File: src/rtl/id_fwd_hazard_ctrl_pkg.sv
// Shared encodings for the ID-stage forwarding and hazard controller.
package id_fwd_hazard_ctrl_pkg;

  // Forwarding mux select codes for the ID-stage rs/rt operand muxes
  localparam logic [2:0] FSEL_RF        = 3'd0;
  localparam logic [2:0] FSEL_IDEX_PC4  = 3'd1;
  localparam logic [2:0] FSEL_EXMEM_RES = 3'd2;
  localparam logic [2:0] FSEL_EXMEM_PC4 = 3'd3;
  localparam logic [2:0] FSEL_WB        = 3'd4;

  // Kind of result a pipeline stage will write back
  localparam logic [1:0] WBSEL_ALU  = 2'd0;
  localparam logic [1:0] WBSEL_LOAD = 2'd1;
  localparam logic [1:0] WBSEL_LINK = 2'd2;

  // Multiply/divide unit start codes carried by the EX instruction
  localparam logic [1:0] MDU_NONE   = 2'd0;
  localparam logic [1:0] MDU_MULT   = 2'd1;
  localparam logic [1:0] MDU_DIV    = 2'd2;
  localparam logic [1:0] MDU_MTHILO = 2'd3;

  // Stall cause, also used as the controller state encoding
  typedef enum logic [1:0] {
    STALL_RUN  = 2'd0,
    STALL_DATA = 2'd1,
    STALL_MDU  = 2'd2
  } stall_cause_e;

  // True for the start codes that begin a multi-cycle HI/LO computation
  function automatic logic mdu_starts_op(input logic [1:0] start);
    return (start == MDU_MULT) || (start == MDU_DIV);
  endfunction

endpackage

File: src/rtl/id_fwd_hazard_ctrl_if.sv
// Pipeline-side bundle of the ID forwarding/hazard controller.
// The master is the pipeline (supplies stage info), the slave is the controller.
interface id_fwd_hazard_ctrl_if #(
  parameter int CNT_W = 32
);

  logic [4:0]       IF_ID_rs;
  logic [4:0]       IF_ID_rt;
  logic             ID_use_rs;
  logic             ID_use_rt;
  logic             ID_use_hilo;
  logic             ID_EX_RegWrite;
  logic [4:0]       ID_EX_rd;
  logic [1:0]       ID_EX_WBSel;
  logic [1:0]       ID_EX_MDU_start;
  logic             EX_MEM_RegWrite;
  logic [4:0]       EX_MEM_rd;
  logic [1:0]       EX_MEM_WBSel;
  logic             MEM_WB_RegWrite;
  logic [4:0]       MEM_WB_rd;

  logic [2:0]       IF_ID_rs_FUnit_o;
  logic [2:0]       IF_ID_rt_FUnit_o;
  logic             PC_Write;
  logic             IF_ID_Write;
  logic             ID_EX_Flush;
  logic [1:0]       stall_cause;
  logic             mdu_busy;
  logic [CNT_W-1:0] stall_cnt;

  modport master (
    output IF_ID_rs, IF_ID_rt, ID_use_rs, ID_use_rt, ID_use_hilo,
           ID_EX_RegWrite, ID_EX_rd, ID_EX_WBSel, ID_EX_MDU_start,
           EX_MEM_RegWrite, EX_MEM_rd, EX_MEM_WBSel,
           MEM_WB_RegWrite, MEM_WB_rd,
    input  IF_ID_rs_FUnit_o, IF_ID_rt_FUnit_o, PC_Write, IF_ID_Write,
           ID_EX_Flush, stall_cause, mdu_busy, stall_cnt
  );

  modport slave (
    input  IF_ID_rs, IF_ID_rt, ID_use_rs, ID_use_rt, ID_use_hilo,
           ID_EX_RegWrite, ID_EX_rd, ID_EX_WBSel, ID_EX_MDU_start,
           EX_MEM_RegWrite, EX_MEM_rd, EX_MEM_WBSel,
           MEM_WB_RegWrite, MEM_WB_rd,
    output IF_ID_rs_FUnit_o, IF_ID_rt_FUnit_o, PC_Write, IF_ID_Write,
           ID_EX_Flush, stall_cause, mdu_busy, stall_cnt
  );

endinterface

File: src/rtl/id_fwd_hazard_ctrl_fwd_sel_calc.sv
// Per-operand forwarding select and unresolvable data hazard decode.
module fwd_sel_calc
  import id_fwd_hazard_ctrl_pkg::*;
(
  input  logic [4:0] src,
  input  logic       used,
  input  logic       idex_we,
  input  logic [4:0] idex_rd,
  input  logic [1:0] idex_wbsel,
  input  logic       exmem_we,
  input  logic [4:0] exmem_rd,
  input  logic [1:0] exmem_wbsel,
  input  logic       memwb_we,
  input  logic [4:0] memwb_rd,
  output logic [2:0] fsel,
  output logic       data_haz
);

  logic idex_hit;
  logic exmem_hit;
  logic memwb_hit;

  // Youngest producer wins; a youngest match that cannot be forwarded yet is a hazard
  always_comb begin
    idex_hit  = used && (src != 5'd0) && idex_we  && (idex_rd  == src);
    exmem_hit = used && (src != 5'd0) && exmem_we && (exmem_rd == src);
    memwb_hit = used && (src != 5'd0) && memwb_we && (memwb_rd == src);

    fsel = FSEL_RF;
    if (idex_hit && (idex_wbsel == WBSEL_LINK))
      fsel = FSEL_IDEX_PC4;
    else if (exmem_hit && (exmem_wbsel == WBSEL_LINK))
      fsel = FSEL_EXMEM_PC4;
    else if (exmem_hit && (exmem_wbsel == WBSEL_ALU))
      fsel = FSEL_EXMEM_RES;
    else if (memwb_hit)
      fsel = FSEL_WB;

    data_haz = 1'b0;
    if (idex_hit)
      data_haz = (idex_wbsel == WBSEL_ALU) || (idex_wbsel == WBSEL_LOAD);
    else if (exmem_hit)
      data_haz = (exmem_wbsel == WBSEL_LOAD);
  end

endmodule

File: src/rtl/id_fwd_hazard_ctrl.sv
// ID-stage forwarding select, stall control, MDU busy tracking and stall statistics.
module id_fwd_hazard_ctrl
  import id_fwd_hazard_ctrl_pkg::*;
#(
  parameter int MULT_LAT = 4,
  parameter int DIV_LAT  = 32,
  parameter int CNT_W    = 32
) (
  input logic                 clk,
  input logic                 rst_n,
  id_fwd_hazard_ctrl_if.slave bus
);

  localparam int MDU_MAX = (DIV_LAT > MULT_LAT) ? DIV_LAT : MULT_LAT;
  localparam int MDU_W   = $clog2(MDU_MAX + 1);

  logic [MDU_W-1:0] mdu_cnt;
  logic [CNT_W-1:0] stall_cnt;
  stall_cause_e     state;
  stall_cause_e     state_next;
  logic             rs_haz;
  logic             rt_haz;
  logic             data_haz;
  logic             mdu_haz;
  logic             busy;
  logic             stall;

  fwd_sel_calc u_rs_sel (
    .src         (bus.IF_ID_rs),
    .used        (bus.ID_use_rs),
    .idex_we     (bus.ID_EX_RegWrite),
    .idex_rd     (bus.ID_EX_rd),
    .idex_wbsel  (bus.ID_EX_WBSel),
    .exmem_we    (bus.EX_MEM_RegWrite),
    .exmem_rd    (bus.EX_MEM_rd),
    .exmem_wbsel (bus.EX_MEM_WBSel),
    .memwb_we    (bus.MEM_WB_RegWrite),
    .memwb_rd    (bus.MEM_WB_rd),
    .fsel        (bus.IF_ID_rs_FUnit_o),
    .data_haz    (rs_haz)
  );

  fwd_sel_calc u_rt_sel (
    .src         (bus.IF_ID_rt),
    .used        (bus.ID_use_rt),
    .idex_we     (bus.ID_EX_RegWrite),
    .idex_rd     (bus.ID_EX_rd),
    .idex_wbsel  (bus.ID_EX_WBSel),
    .exmem_we    (bus.EX_MEM_RegWrite),
    .exmem_rd    (bus.EX_MEM_rd),
    .exmem_wbsel (bus.EX_MEM_WBSel),
    .memwb_we    (bus.MEM_WB_RegWrite),
    .memwb_rd    (bus.MEM_WB_rd),
    .fsel        (bus.IF_ID_rt_FUnit_o),
    .data_haz    (rt_haz)
  );

  // Combine hazards into the stall decision; reset forces the pipeline to run freely
  always_comb begin
    busy     = rst_n && (mdu_cnt != '0);
    data_haz = rs_haz || rt_haz;
    mdu_haz  = bus.ID_use_hilo && (busy || mdu_starts_op(bus.ID_EX_MDU_start));
    stall    = rst_n && (data_haz || mdu_haz);

    bus.PC_Write    = !stall;
    bus.IF_ID_Write = !stall;
    bus.ID_EX_Flush = stall;
    bus.mdu_busy    = busy;
    bus.stall_cause = state;
    bus.stall_cnt   = stall_cnt;
  end

  // Remaining HI/LO latency; a new start always restarts the window
  always_ff @(posedge clk) begin
    if (!rst_n) begin
      mdu_cnt <= '0;
    end else begin
      case (bus.ID_EX_MDU_start)
        MDU_MULT:   mdu_cnt <= MDU_W'(MULT_LAT - 1);
        MDU_DIV:    mdu_cnt <= MDU_W'(DIV_LAT - 1);
        MDU_MTHILO: mdu_cnt <= '0;
        MDU_NONE: begin
          if (mdu_cnt != '0)
            mdu_cnt <= mdu_cnt - MDU_W'(1);
        end
      endcase
    end
  end

  // Stall-cause state register
  always_ff @(posedge clk) begin
    if (!rst_n)
      state <= STALL_RUN;
    else
      state <= state_next;
  end

  // Next stall cause: data hazards take precedence over MDU waits
  always_comb begin
    state_next = state;
    case (state)
      STALL_RUN: begin
        if (data_haz)
          state_next = STALL_DATA;
        else if (mdu_haz)
          state_next = STALL_MDU;
      end
      STALL_DATA, STALL_MDU: begin
        if (!stall)
          state_next = STALL_RUN;
        else if (data_haz)
          state_next = STALL_DATA;
        else
          state_next = STALL_MDU;
      end
      default: state_next = STALL_RUN;
    endcase
  end

  // Saturating count of stalled cycles
  always_ff @(posedge clk) begin
    if (!rst_n)
      stall_cnt <= '0;
    else if (stall && (stall_cnt != '1))
      stall_cnt <= stall_cnt + CNT_W'(1);
  end

endmodule

File: src/flat_wrapper.sv
// flat-port wrapper written by rule: the top's interface ports become plain ports
module id_fwd_hazard_ctrl_flat import id_fwd_hazard_ctrl_pkg::*;
#(
  parameter int MULT_LAT = 4,
  parameter int DIV_LAT  = 32,
  parameter int CNT_W    = 32
)
  (clk, rst_n, bus_IF_ID_rs, bus_IF_ID_rt, bus_ID_use_rs, bus_ID_use_rt, bus_ID_use_hilo, bus_ID_EX_RegWrite, bus_ID_EX_rd, bus_ID_EX_WBSel, bus_ID_EX_MDU_start, bus_EX_MEM_RegWrite, bus_EX_MEM_rd, bus_EX_MEM_WBSel, bus_MEM_WB_RegWrite, bus_MEM_WB_rd, bus_IF_ID_rs_FUnit_o, bus_IF_ID_rt_FUnit_o, bus_PC_Write, bus_IF_ID_Write, bus_ID_EX_Flush, bus_stall_cause, bus_mdu_busy, bus_stall_cnt);
  id_fwd_hazard_ctrl_if #(.CNT_W(CNT_W)) bus_i ();
  input logic clk;
  input logic rst_n;
  input wire logic [$bits(bus_i.IF_ID_rs)-1:0] bus_IF_ID_rs;
  input wire logic [$bits(bus_i.IF_ID_rt)-1:0] bus_IF_ID_rt;
  input wire logic [$bits(bus_i.ID_use_rs)-1:0] bus_ID_use_rs;
  input wire logic [$bits(bus_i.ID_use_rt)-1:0] bus_ID_use_rt;
  input wire logic [$bits(bus_i.ID_use_hilo)-1:0] bus_ID_use_hilo;
  input wire logic [$bits(bus_i.ID_EX_RegWrite)-1:0] bus_ID_EX_RegWrite;
  input wire logic [$bits(bus_i.ID_EX_rd)-1:0] bus_ID_EX_rd;
  input wire logic [$bits(bus_i.ID_EX_WBSel)-1:0] bus_ID_EX_WBSel;
  input wire logic [$bits(bus_i.ID_EX_MDU_start)-1:0] bus_ID_EX_MDU_start;
  input wire logic [$bits(bus_i.EX_MEM_RegWrite)-1:0] bus_EX_MEM_RegWrite;
  input wire logic [$bits(bus_i.EX_MEM_rd)-1:0] bus_EX_MEM_rd;
  input wire logic [$bits(bus_i.EX_MEM_WBSel)-1:0] bus_EX_MEM_WBSel;
  input wire logic [$bits(bus_i.MEM_WB_RegWrite)-1:0] bus_MEM_WB_RegWrite;
  input wire logic [$bits(bus_i.MEM_WB_rd)-1:0] bus_MEM_WB_rd;
  output wire logic [$bits(bus_i.IF_ID_rs_FUnit_o)-1:0] bus_IF_ID_rs_FUnit_o;
  output wire logic [$bits(bus_i.IF_ID_rt_FUnit_o)-1:0] bus_IF_ID_rt_FUnit_o;
  output wire logic [$bits(bus_i.PC_Write)-1:0] bus_PC_Write;
  output wire logic [$bits(bus_i.IF_ID_Write)-1:0] bus_IF_ID_Write;
  output wire logic [$bits(bus_i.ID_EX_Flush)-1:0] bus_ID_EX_Flush;
  output wire logic [$bits(bus_i.stall_cause)-1:0] bus_stall_cause;
  output wire logic [$bits(bus_i.mdu_busy)-1:0] bus_mdu_busy;
  output wire logic [$bits(bus_i.stall_cnt)-1:0] bus_stall_cnt;
  assign bus_i.IF_ID_rs = bus_IF_ID_rs;
  assign bus_i.IF_ID_rt = bus_IF_ID_rt;
  assign bus_i.ID_use_rs = bus_ID_use_rs;
  assign bus_i.ID_use_rt = bus_ID_use_rt;
  assign bus_i.ID_use_hilo = bus_ID_use_hilo;
  assign bus_i.ID_EX_RegWrite = bus_ID_EX_RegWrite;
  assign bus_i.ID_EX_rd = bus_ID_EX_rd;
  assign bus_i.ID_EX_WBSel = bus_ID_EX_WBSel;
  assign bus_i.ID_EX_MDU_start = bus_ID_EX_MDU_start;
  assign bus_i.EX_MEM_RegWrite = bus_EX_MEM_RegWrite;
  assign bus_i.EX_MEM_rd = bus_EX_MEM_rd;
  assign bus_i.EX_MEM_WBSel = bus_EX_MEM_WBSel;
  assign bus_i.MEM_WB_RegWrite = bus_MEM_WB_RegWrite;
  assign bus_i.MEM_WB_rd = bus_MEM_WB_rd;
  assign bus_IF_ID_rs_FUnit_o = bus_i.IF_ID_rs_FUnit_o;
  assign bus_IF_ID_rt_FUnit_o = bus_i.IF_ID_rt_FUnit_o;
  assign bus_PC_Write = bus_i.PC_Write;
  assign bus_IF_ID_Write = bus_i.IF_ID_Write;
  assign bus_ID_EX_Flush = bus_i.ID_EX_Flush;
  assign bus_stall_cause = bus_i.stall_cause;
  assign bus_mdu_busy = bus_i.mdu_busy;
  assign bus_stall_cnt = bus_i.stall_cnt;
  id_fwd_hazard_ctrl #(.MULT_LAT(MULT_LAT), .DIV_LAT(DIV_LAT), .CNT_W(CNT_W)) u_core (.clk(clk), .rst_n(rst_n), .bus(bus_i));
endmodule
File: config.mk
export PLATFORM = sky130hd
export DESIGN_NAME = id_fwd_hazard_ctrl_flat
export DESIGN_NICKNAME = d
export VERILOG_FILES = /design/src/rtl/id_fwd_hazard_ctrl_pkg.sv /design/src/rtl/id_fwd_hazard_ctrl_if.sv /design/src/rtl/id_fwd_hazard_ctrl_fwd_sel_calc.sv /design/src/rtl/id_fwd_hazard_ctrl.sv /design/src/flat_wrapper.sv
export SDC_FILE = /design/constraint.sdc
export NUM_CORES = 1
export LEC_CHECK = 0
export BUFFER_PORTS_ARGS = -buffer_cell sky130_fd_sc_hd__buf_2
export CORE_MARGIN = 2
export CORE_UTILIZATION = 56
export DETAILED_ROUTE_END_ITERATION = 7
export PLACE_DENSITY = 0.83
export SLEW_MARGIN = 25
export SYNTH_ARGS = -nofsm -noshare
export SYNTH_HDL_FRONTEND = slang
export SYNTH_HIERARCHICAL = 1
export SYNTH_SLANG_ARGS = --single-unit
export TNS_END_PERCENT = 5
File: constraint.sdc
create_clock -name clk -period 6.2 [get_ports clk]
set_clock_uncertainty 0.1 [all_clocks]
set_input_delay 0.31 -clock clk [delete_from_list [all_inputs] [get_ports clk]]
set_output_delay 0.31 -clock clk [all_outputs]
set_load 0.1 [all_outputs]
==> impl_metrics.tcl <==
set metrics [dict create \
    status "complete, no violations" \
    grt_max_degree 29 \
    async_flop_share_pct 0 \
    p_leak_nw 1.30 \
    netSwitchingFraction_pct 31.4 \
    holdBufCountCts 0 \
    cp.arrival_ps 2860 \
    setup_violations 0 \
    grt_first_pass_wirelength_um 11300 \
    fin_crit_sh_pct 52.7 \
    post-place-ws_ps 2990 \
    yosys.area_share.adder_pct 3.20 \
    syn_inst 339 \
    p_comb_share_pct 22.8 \
    hpwl_um 5280 \
    switching_power_uw 202 \
    cts_buffer_depth 2 \
    mostFrequentLayoutCell "buf_2" \
    period_minus_slack_ps 3270 \
    maxSlewHeadroom_pct 35.1 \
    die_h_um 73.9 \
    synth-main-ff-cell "dfxtp_1" \
    hold_path_depth 3 \
    synthMuxAreaShare_pct 2.93 \
    insertion_delay_ps 300 \
    drive_above_1_share_pct 24.5 \
    fin_tns_setup_ps 0 \
    initial_core_util_pct 57.9 \
    rsz0062_at_grt "no" \
    yosys_warnings 6 \
    tightest_slew_ps 968 \
    yosys.cell_types.count 48 \
    reg2reg_depth 9 \
    fp.dieW_um 73.9 \
    drv_cap 0 \
    p_int_uw 441 \
    dieArea_mm2 0.00546 \
    ant_nets 0 \
    antenna_found_initial 0 \
    synth_area_per_cell_um2 8.06 \
    placed_cells 479 \
    vias_per_cell 5.90 \
    crit_type "in -> out" \
    power.share.sequential_pct 42.1 \
    irDropWorstVdd_uv 105 \
    core_area_mm2 0.00472 \
    reg2reg_to "u_core/bus.stall_cnt[28]" \
    grtUsageTotal_pct 26.3 \
    worstSetupEndpointType "output port" \
    clkTransAtPathRegs_ps 70 \
    synth_compound_area_share_pct 16.0 \
    synth_fp_nets 385 \
    grt_pass1_vias 2563 \
    reg2reg_slack_ps 3760 \
    numPortBuffers 82 \
    finalHoldViolations 0 \
    drt-pass1-iter-count 4 \
    cts_root_buf "clkbuf_8" \
    postCtsSetupRepairBufs 0 \
    cp.required_ps 5790 \
    synth_xor_area_share_pct 11.5 \
    holdPathEnd "u_core/bus.stall_cause[1]" \
    path_max_fanout 10 \
    fin_ws_ps 2930 \
    max_freq_mhz 306 \
    place_congestion 0.861 \
    drcViolationCount 0 \
    synth-seq-area-share_pct 29.3 \
    synth-seq-cells 40 \
    fin_cells 487 \
    synth-edff-count 0 \
    area_growth_pct 20.9 \
    cts_buffers 5 \
    power_density_mw_per_mm2 195 \
    synth_simple_gate_area_share_pct 33.7 \
    hp-start "rst_n" \
    pin_count 83 \
    n_fill_cell 384 \
    h-tree-depth 2 \
    post_cts_resized 0 \
    slew_viol_final 0 \
    min_path_type "in -> reg" \
    vias 2871 \
    routed_wl_um 7020 \
    cts_tree "built" \
    wl_per_cell_um 14.4 \
    first_iter_violations 187 \
    netlist_area_mm2 0.00273 \
    synth_top_family_by_area "simple AND/OR/NAND/NOR gates" \
    critPathLaunchType "input pin" \
    rows 25 \
    layout.nets 465 \
    r2r-start "u_core/mdu_cnt[0]" \
    overflow 0 \
    mostFrequentLayoutCells "buf_2 (82), dfxtp_1 (40), nand2_1 (36), xnor2_1 (32), a21oi_1 (26)" \
    pwr-share-clk_pct 35.1 \
    clock-sinks 40 \
    antenna_cells 0 \
]
==> critical path: stages <==
cell and delay [ps]:
buf_2 130, or4_4 550, o21ai_4 190, nor3_1 100, mux2i_1 160, nor4_1 350, a21o_1 400, nor2_2 70
inv_2 140, buf_2 450
==> synthesized netlist by cell type (5+ instances only) <==
cell,number,area [um^2]
or3_1,13,81.3
nand2_1,36,135
nand4_1,14,87.6
dfxtp_1,40,801
o21ai_0,13,65.1
nor3_1,16,80.1
a21oi_1,26,130
clkbuf_1,5,18.8
and4_1,6,52.6
xnor2_1,32,280
o31ai_1,6,45.0
ha_1,7,87.6
nand3_1,13,65.1
nand2b_1,9,56.3
nor4_1,10,62.6
mux2i_1,8,80.1
or4_1,9,67.6
inv_1,8,30.0
nor2_1,15,56.3
==> logic make-up after synthesis <==
| family | after synthesis |
|---|---|
| buffers and inverters | 20 |
| adders and majority gates | 7 |
| xor gates and xnor gates | 36 |
| AOI/OAI and AO/OA | 66 |
| DFF | 40 |
| muxes | 8 |
| and+or+nand+nor | 162 |
==> worst max path at each step <==
stage	to	cells past startpoint	slack, ps	startpoint
6_report	bus_IF_ID_Write	10	2930	bus_IF_ID_rt[1]
5_1_grt	bus_IF_ID_Write	10	2740	bus_IF_ID_rt[1]
4_1_cts	bus_IF_ID_Write	10	2950	bus_IF_ID_rt[1]
3_5_place_dp	bus_IF_ID_Write	10	2990	bus_IF_ID_rt[1]
3_3_place_gp	bus_PC_Write	10	3040	bus_IF_ID_rt[1]
2_1_floorplan	u_core/bus.stall_cnt[26]	12	2170	bus_IF_ID_rt[1]
==> per-stage QoR <==
step	utilization (%)	hold WS (ps)	area, um^2	total power [mW]
detailed placement	67.4	396	3180	0.422
CTS	70.0	324	3300	0.648
floorplan	-	381	2730	0.382
global placement	67.4	380	3180	0.418
global route	70.0	348	3300	0.673
finish	70.0	335	3300	0.643
==> power groups by stage <==
| stage | Clock (mW) | Sequential [mW] | Combinational (mW) |
|---|---|---|---|
| after floorplan | 0 | 0.296 | 0.0859 |
| after global placement | 0 | 0.276 | 0.142 |
| after detailed placement | 0 | 0.276 | 0.146 |
| after CTS | 0.232 | 0.270 | 0.146 |
| after global routing | 0.244 | 0.271 | 0.158 |
| final | 0.226 | 0.270 | 0.146 |
==> area by class of cell <==
| cell class | count | area (um^2) | share of cell area (%) |
|---|---|---|---|
| multi-input combinational | 279 | 1840 | 55.8 |
| sequential | 40 | 801 | 24.2 |
| timing repair buffer | 83 | 418 | 12.6 |
| tap | 67 | 83.8 | 2.54 |
| clock buffer | 6 | 82.6 | 2.50 |
| clock inverter | 2 | 38.8 | 1.17 |
| inverter | 10 | 37.5 | 1.14 |
==> sequential cells by signal (all words and copies together), names as in the netlist <==
register	count
u_core/bus.stall_cause	2
u_core/mdu_cnt	6
u_core/bus.stall_cnt	32
==> per-layer routing <==
metal	wire length, um	vias up	global-route usage [%]
met1	3010	1352	32.7
met4	106	0	9.49
met2	3530	87	44.8
met5	0	-	0
li1	-	1420	-
met3	367	12	5.35
Note: power is estimated with default switching activity, not from simulation.
